`src/rtl/spi_flash_scheduler.sv`:
```
// SPI flash port owner: power-up reset sequence, then round-robin
// sharing of the flash pads between requester A and requester B.
//
// Ports:
//   io_clock, io_reset        clock, sync active-high reset
//   io_reqX_req/gnt           request / grant for requester X (A, B)
//   io_reqX_ss/sclk/mosi      requester X SPI outputs
//   io_spi_ss/sclk/mosi       flash pads, owner pass-through
//   io_spi_rst/wp/hold        flash control pins, active low
//   io_writeProtect           1 asserts flash write protect
//   io_flashReset             pulse, reruns the reset sequence
//   io_ready                  arbitration active
//   io_timeout                pulse on forced grant release
module spi_flash_scheduler #(
  parameter int RST_CYCLES       = 16,
  parameter int RECOVERY_CYCLES  = 64,
  parameter int GAP_CYCLES       = 4,
  parameter int MAX_GRANT_CYCLES = 0
) (
  input  logic io_clock,
  input  logic io_reset,
  input  logic io_reqA_req,
  output logic io_reqA_gnt,
  input  logic io_reqA_ss,
  input  logic io_reqA_sclk,
  input  logic io_reqA_mosi,
  input  logic io_reqB_req,
  output logic io_reqB_gnt,
  input  logic io_reqB_ss,
  input  logic io_reqB_sclk,
  input  logic io_reqB_mosi,
  output logic io_spi_ss,
  output logic io_spi_sclk,
  output logic io_spi_mosi,
  output logic io_spi_rst,
  output logic io_spi_wp,
  output logic io_spi_hold,
  input  logic io_writeProtect,
  input  logic io_flashReset,
  output logic io_ready,
  output logic io_timeout
);

  localparam int PMAX0 = (RST_CYCLES > RECOVERY_CYCLES) ?
                         RST_CYCLES : RECOVERY_CYCLES;
  localparam int PMAX  = (PMAX0 > GAP_CYCLES) ? PMAX0 : GAP_CYCLES;
  localparam int CW    = $clog2(PMAX + 1);
  localparam int GW    = (MAX_GRANT_CYCLES > 0) ?
                         $clog2(MAX_GRANT_CYCLES + 1) : 1;
  localparam bit TMO_EN = (MAX_GRANT_CYCLES > 0);

  localparam logic [CW-1:0] RST_LAST = CW'(RST_CYCLES - 1);
  localparam logic [CW-1:0] REC_LAST = CW'(RECOVERY_CYCLES - 1);
  localparam logic [CW-1:0] GAP_LAST = CW'(GAP_CYCLES - 1);
  localparam logic [GW-1:0] GNT_LAST =
    GW'((MAX_GRANT_CYCLES > 0) ? MAX_GRANT_CYCLES - 1 : 0);

  typedef enum logic [2:0] {
    S_RST,
    S_REC,
    S_IDLE,
    S_GNT_A,
    S_GNT_B,
    S_GAP
  } state_e;

  state_e          state_q, state_d;
  logic [CW-1:0]   cnt_q, cnt_d;
  logic [GW-1:0]   gcnt_q, gcnt_d;
  logic            last_b_q, last_b_d;
  logic            blk_a_q, blk_a_d;
  logic            blk_b_q, blk_b_d;
  logic            pend_q, pend_d;
  logic            tmo_q, tmo_d;
  logic            wp_q;

  logic el_a, el_b, own_req;

  assign el_a    = io_reqA_req & ~blk_a_q;
  assign el_b    = io_reqB_req & ~blk_b_q;
  assign own_req = (state_q == S_GNT_A) ? io_reqA_req : io_reqB_req;

  always_comb begin
    state_d  = state_q;
    cnt_d    = cnt_q;
    gcnt_d   = gcnt_q;
    last_b_d = last_b_q;
    pend_d   = pend_q;
    tmo_d    = 1'b0;
    // a timed-out requester stays blocked until it lets go of req
    blk_a_d  = blk_a_q & io_reqA_req;
    blk_b_d  = blk_b_q & io_reqB_req;
    unique case (state_q)
      S_RST: begin
        cnt_d = cnt_q + 1'b1;
        if (cnt_q == RST_LAST) begin
          state_d = S_REC;
          cnt_d   = '0;
        end
      end
      S_REC: begin
        cnt_d = cnt_q + 1'b1;
        if (cnt_q == REC_LAST) begin
          state_d = S_IDLE;
          cnt_d   = '0;
          pend_d  = 1'b0;
        end
      end
      S_IDLE: begin
        if (io_flashReset) begin
          state_d = S_RST;
          cnt_d   = '0;
        end else if (el_a && (!el_b || last_b_q)) begin
          state_d = S_GNT_A;
          gcnt_d  = '0;
        end else if (el_b) begin
          state_d = S_GNT_B;
          gcnt_d  = '0;
        end
      end
      S_GNT_A, S_GNT_B: begin
        if (io_flashReset) pend_d = 1'b1;
        if (!own_req) begin
          state_d  = S_GAP;
          cnt_d    = '0;
          last_b_d = (state_q == S_GNT_B);
        end else if (TMO_EN && gcnt_q == GNT_LAST) begin
          state_d  = S_GAP;
          cnt_d    = '0;
          last_b_d = (state_q == S_GNT_B);
          tmo_d    = 1'b1;
          if (state_q == S_GNT_A) blk_a_d = 1'b1;
          else                    blk_b_d = 1'b1;
        end else begin
          gcnt_d = gcnt_q + 1'b1;
        end
      end
      S_GAP: begin
        if (io_flashReset) pend_d = 1'b1;
        cnt_d = cnt_q + 1'b1;
        if (cnt_q == GAP_LAST) begin
          cnt_d = '0;
          // a deferred flash reset wins over any waiting requester
          if (pend_q || io_flashReset) begin
            state_d = S_RST;
            pend_d  = 1'b0;
          end else begin
            state_d = S_IDLE;
          end
        end
      end
      default: begin
        state_d = S_RST;
        cnt_d   = '0;
      end
    endcase
  end

  always_ff @(posedge io_clock) begin
    if (io_reset) begin
      state_q  <= S_RST;
      cnt_q    <= '0;
      gcnt_q   <= '0;
      last_b_q <= 1'b1;
      blk_a_q  <= 1'b0;
      blk_b_q  <= 1'b0;
      pend_q   <= 1'b0;
      tmo_q    <= 1'b0;
      wp_q     <= 1'b0;
    end else begin
      state_q  <= state_d;
      cnt_q    <= cnt_d;
      gcnt_q   <= gcnt_d;
      last_b_q <= last_b_d;
      blk_a_q  <= blk_a_d;
      blk_b_q  <= blk_b_d;
      pend_q   <= pend_d;
      tmo_q    <= tmo_d;
      wp_q     <= ~io_writeProtect;
    end
  end

  // reset gating makes grant and pads drop in the same cycle
  always_comb begin
    io_spi_ss   = 1'b1;
    io_spi_sclk = 1'b0;
    io_spi_mosi = 1'b0;
    if (!io_reset) begin
      if (state_q == S_GNT_A) begin
        io_spi_ss   = io_reqA_ss;
        io_spi_sclk = io_reqA_sclk;
        io_spi_mosi = io_reqA_mosi;
      end else if (state_q == S_GNT_B) begin
        io_spi_ss   = io_reqB_ss;
        io_spi_sclk = io_reqB_sclk;
        io_spi_mosi = io_reqB_mosi;
      end
    end
  end

  assign io_reqA_gnt = (state_q == S_GNT_A) & ~io_reset;
  assign io_reqB_gnt = (state_q == S_GNT_B) & ~io_reset;
  assign io_spi_rst  = (state_q != S_RST) & ~io_reset;
  assign io_ready    = ((state_q == S_IDLE) |
                        (state_q == S_GNT_A) |
                        (state_q == S_GNT_B) |
                        (state_q == S_GAP)) & ~io_reset;
  assign io_spi_wp   = wp_q;
  assign io_spi_hold = 1'b1;
  assign io_timeout  = tmo_q;

endmodule

```
`config.mk`:
```
export PLATFORM = sky130hd
export DESIGN_NAME = spi_flash_scheduler
export DESIGN_NICKNAME = d
export VERILOG_FILES = /design/src/rtl/spi_flash_scheduler.sv
export SDC_FILE = /design/constraint.sdc
export NUM_CORES = 1
export LEC_CHECK = 0
export CAP_MARGIN = 10
export CORE_ASPECT_RATIO = 0.9
export CORE_UTILIZATION = 50
export CTS_CLUSTER_DIAMETER = 150
export DETAILED_ROUTE_END_ITERATION = 16
export GPL_TIMING_DRIVEN = 0
export MAX_ROUTING_LAYER = met4
export PLACE_DENSITY = 0.78
export SYNTH_ARGS = -nofsm -noshare
export SYNTH_HDL_FRONTEND = slang
export SYNTH_SLANG_ARGS = --single-unit
```
`constraint.sdc`:
```
create_clock -name io_clock -period 2.29 [get_ports io_clock]
set_input_delay 0.458 -clock io_clock [delete_from_list [all_inputs] [get_ports io_clock]]
set_output_delay 0.458 -clock io_clock [all_outputs]
set_load 0.05 [all_outputs]
```
* Word level (Yosys, flattened, before mapping)
Cells that the tools add are included. W data, S select, Z words.
Storage, ports and cells: register bits after elaboration 15, output and inout port bits 10
Cells by class: $add $sub $neg 1, equal/unequal tests 14, muxes and demuxes 30, bitwise logic cells 16, reductions and logical operators 12
Operators with widths (count):
- $mux W7 | 5
- $pmux W7 S5 | 1
- $mux W3 | 7
- $pmux W3 S5 | 1
- $mux W1 | 14
- $ne A2 B2 Y1 const B | 5
- $and A1 B1 Y1 | 8
- $add A7 B1 Y7 const B | 1
- $eq A7 B2 Y1 const B | 1
- $eq A7 B4 Y1 const B | 1
- $eq A7 B6 Y1 const B | 1
- $eq A3 B2 Y1 const B | 2
- $eq A3 B3 Y1 const B | 2
- $reduce_and A2 Y1 | 3
- $reduce_bool A3 Y1 | 2
- $not A1 Y1 | 5
- $reduce_and A5 Y1 | 1
- $ne A4 B4 Y1 const B | 1
- $eq A3 B1 Y1 const B | 1
- $logic_not A3 Y1 | 1
- $or A1 B1 Y1 | 3
- $pmux W1 S3 | 1
- $logic_or A1 B1 Y1 | 2
- $mux W2 | 1
- 3 further kinds | 3

* Logic depth before layout (Yosys ltp)
depth in word-level cells 8, mapped depth 6, depth with buffers taken out 6

* Worst setup path before layout
No wires, ideal clock.
path type reg-to-output, start point register state_q[1], end point output io_reqB_gnt, data arrival time 1628 ps, data required time 1832 ps, path slack 204 ps, cell stages (with the launch flop) 4, buffers on the path 0, cells stage by stage dfxtp_1 > or2b_2 > or2_2 > nor2_1
On the way: cells in the longest elaborated chain, start to end 2
RTL lines:
- start: declaration | RTL line 67 | state_e state_q, state_d;
- start signal: assignment | RTL line 171 | state_q <= state_d;
- $eq A3 B3 Y1
- $and A1 B1 Y1 | RTL line 202 | assign io_reqB_gnt = (state_q == S_GNT_B) & ~io_reset;
- end: declaration | RTL line 28 | output logic io_reqB_gnt,
Every way passes these cells.

* Worst setup path in the final report
start point input io_reset, end point output io_spi_rst
On the way: cells in the longest elaborated chain, start to end 2
RTL lines:
- start: declaration | RTL line 21 | input logic io_reset,
- $not A1 Y1 | RTL line 203 | assign io_spi_rst = (state_q != S_RST) & ~io_reset;
- $and A1 B1 Y1 | RTL line 203
- end: declaration | RTL line 35 | output logic io_spi_rst,
Every way passes these cells.

==> qor.txt <==
RSZ-0062 raised after global routing: yes
htree depth: 1
CP Capture Type: output pin
Period minus WS final: 2210 ps
Switch Pwr: 0.130 mW
Worst Path Required: 1830 ps
vias in the first global route: 922
Sw Ratio: 26.0%
clock power share: 31.2%
Setup crit start: io_reset
Final Worst Setup Slack: 79.3 ps
DPL Wire Length: 1940 um
GRT Total Usage: 25.0%
combinational share of power: 14.5%
Tcrit/Tclk final: 96.5%
synth-to-layout area growth: 22.9%
GPL Wtd Cong: 0.848
post-synth top area share: 28.0%
DRT Wirelength: 2470 um
layout cells sized above 1: 25.6%
Clock Tree Buf Depth: 2
ant diodes: 0
Num CTS Buffers: 3
drt initial violations: 18
CP Cell Sequence: clkdlybuf4s50_1 -> clkbuf_2 -> nor2_1 -> clkdlybuf4s15_1
Initial Util: 54.3%
startpoint types: input pin
critical path's largest stage delay: 500 ps
CORE AREA: 1970 um^2
DIE AREA: 2330 um^2
Post-synth EDFFs: 0
clk slew on worst S/H paths: 90 ps
die width: 50.8 um
WHS: 439 ps
PwrDens: 378 nW/um^2
initial antenna violation count: 0
crit path to: io_spi_rst
number of cells on the worst reg-to-reg path: 6
Slew HR: 62.7%
max-cap violations: 0
outcome: complete, no violations
Top FF cell, synth: dfxtp_1
GRT Residual Overflow: 0
capturing point of the worst reg2reg path: state_q[0]
dominant cell type by area after synthesis: dfxtp_1
number of clock sinks: 15
Internal: 0.368 mW
via count: 1035
Slew @ Worst Pin: 552 ps
Clock Latency Late Sink: 290 ps
Fill cells: 183
synth unique cells: 49
YS warnings: 0
# DRC: 0
cell area after synthesis: 1070 um^2
Port Buf Inserts: 19
Slew Viols, Final: 0
count leader, synth: nor2_1
Syn Area/Cell: 8.05 um^2
Routed Antenna Nets: 0
Critical Path AT: 1750 ps
Syn Inst Count: 133
die span in y: 45.9 um
worst-path cell with the longest stage delay: clkdlybuf4s15_1
Clock Skew: 6.36 ps
R2R setup slack: 320 ps
Area contributors post-synth: dfxtp_1 28%, nor2_1 7.0%, a21oi_1 4.2%, clkbuf_8 3.9%, nand2_1 3.9%
CP Class: in2out
final hold vios: 0
Worst Path Max Fanout: 10
PnR Total Power: 0.497 mW
Static Leak: 0.505 nW
Fin Setup TNS: 0 ps
Site Rows: 15
DR WL/cell: 13.6 um
worst IR drop on VDD: 0.355 mV
Clock Tree Root: clkbuf_4
drt pass-1 iters: 4
vias per cell: 5.72
Post-Syn Nets: 146
Seq pwr share: 54.3%
worst r2r src: cnt_q[0]
# Post-CTS Setup Buffers: 0
Post-synth top cells: 20 x nor2_1, 15 x dfxtp_1, 11 x nand2_1
CTS tree: yes
Fmax: 0.452 GHz
largest net degree at the start of global routing: 11
final net count: 170
worst hold path type: reg2reg
global-route wire length before repair: 4120 um
Synth async-reset ratio: 0%
Setup WS pre-CTS: -359 ps
sequential share of the synthesized area: 28.0%
# IOs: 22
final setup fails: 0
number of synthesized register bits: 15
Final Util: 66.8%
## worst max-delay path: cells and delay by family
kind	cells	cell delay (ps)
buffers and inverters	3	1170
AND/OR/NAND/NOR	1	130
## cell families after synthesis
logic type      count (synthesis)  synth area share (%)
simple gates                   67                  35.7
compound gates                 35                  23.5
flops                          15                  28.0
buf+inv                        11                  9.11
other cells                     2                 0.701
fa+ha+maj                       1                  1.17
xor+xnor                        1                 0.818
mux                             1                 0.935
## stage by stage
step | area, um^2 | instances
after CTS | 1320 | 181
after global routing | 1320 | 181
after detailed placement | 1290 | 177
after floorplan | 1070 | 133
after global placement | 1290 | 177
final | 1320 | 181
## power groups by stage
stage	Combinational, mW	Clock [mW]	Sequential, mW
final	0.0722	0.155	0.270
after detailed placement	0.0715	0	0.276
after global routing	0.0792	0.167	0.271
after floorplan	0.0384	0	0.279
after CTS	0.0723	0.155	0.270
after global placement	0.0706	0	0.276
## area by class of cell
cell class	instances	area, um^2	share of cell area [%]
Clock buffer	3	22.5	1.71
Buffer	10	96.3	7.32
Clock inverter	1	5.00	0.380
Timing Repair Buffer	19	171	13.0
Tap cell	25	31.3	2.38
Multi-Input combinational cell	107	683	51.9
Inverter	1	3.75	0.285
Sequential cell	15	303	23.0
## cell usage in the layout, fill, tap and decap left out, types with 2 or more instances in the layout
master	instances
dfxtp_2	2
or3b_2	2
clkbuf_4	5
a32oi_1	2
nor3_1	5
nand2_1	11
clkbuf_8	3
buf_2	2
conb_1	2
buf_4	3
nand3_1	5
dfxtp_1	13
or2_2	2
a21oi_1	9
nand3b_1	2
or2b_2	2
o21ai_0	7
nor2_1	19
clkbuf_2	3
a31oi_1	4
clkdlybuf4s50_1	12
nand2b_1	3
and2b_2	3
buf_6	2
## routing by layer
| layer | global-route usage (%) | routed length, um |
|---|---|---|
| met1 | 30.4 | 1160 |
| met2 | 40.8 | 1150 |
| met3 | 7.33 | 126 |
| met4 | 6.11 | 34 |
| met5 | - | 0 |
## how the worst min path moves through the flow
stage | from | cells after the start | endpoint
2_1_floorplan | blk_a_q | 2 | blk_a_q
4_1_cts | blk_a_q | 2 | blk_a_q
3_3_place_gp | blk_a_q | 2 | blk_a_q
3_5_place_dp | blk_a_q | 2 | blk_a_q
6_report | blk_a_q | 2 | blk_a_q
5_1_grt | blk_a_q | 2 | blk_a_q
## registers in the layout, summed over array words and instances (netlist names)
signal and count:
blk_b_q 1, io_spi_wp 1, cnt_q 7, blk_a_q 1, last_b_q 1, state_q 3
pend_q 1
## timing repair
action,CTS,global route
setup endpoints to repair,7,7
hold buffers,0,0
gates resized for setup,21,15
Note: power is estimated with default switching activity, not from simulation.
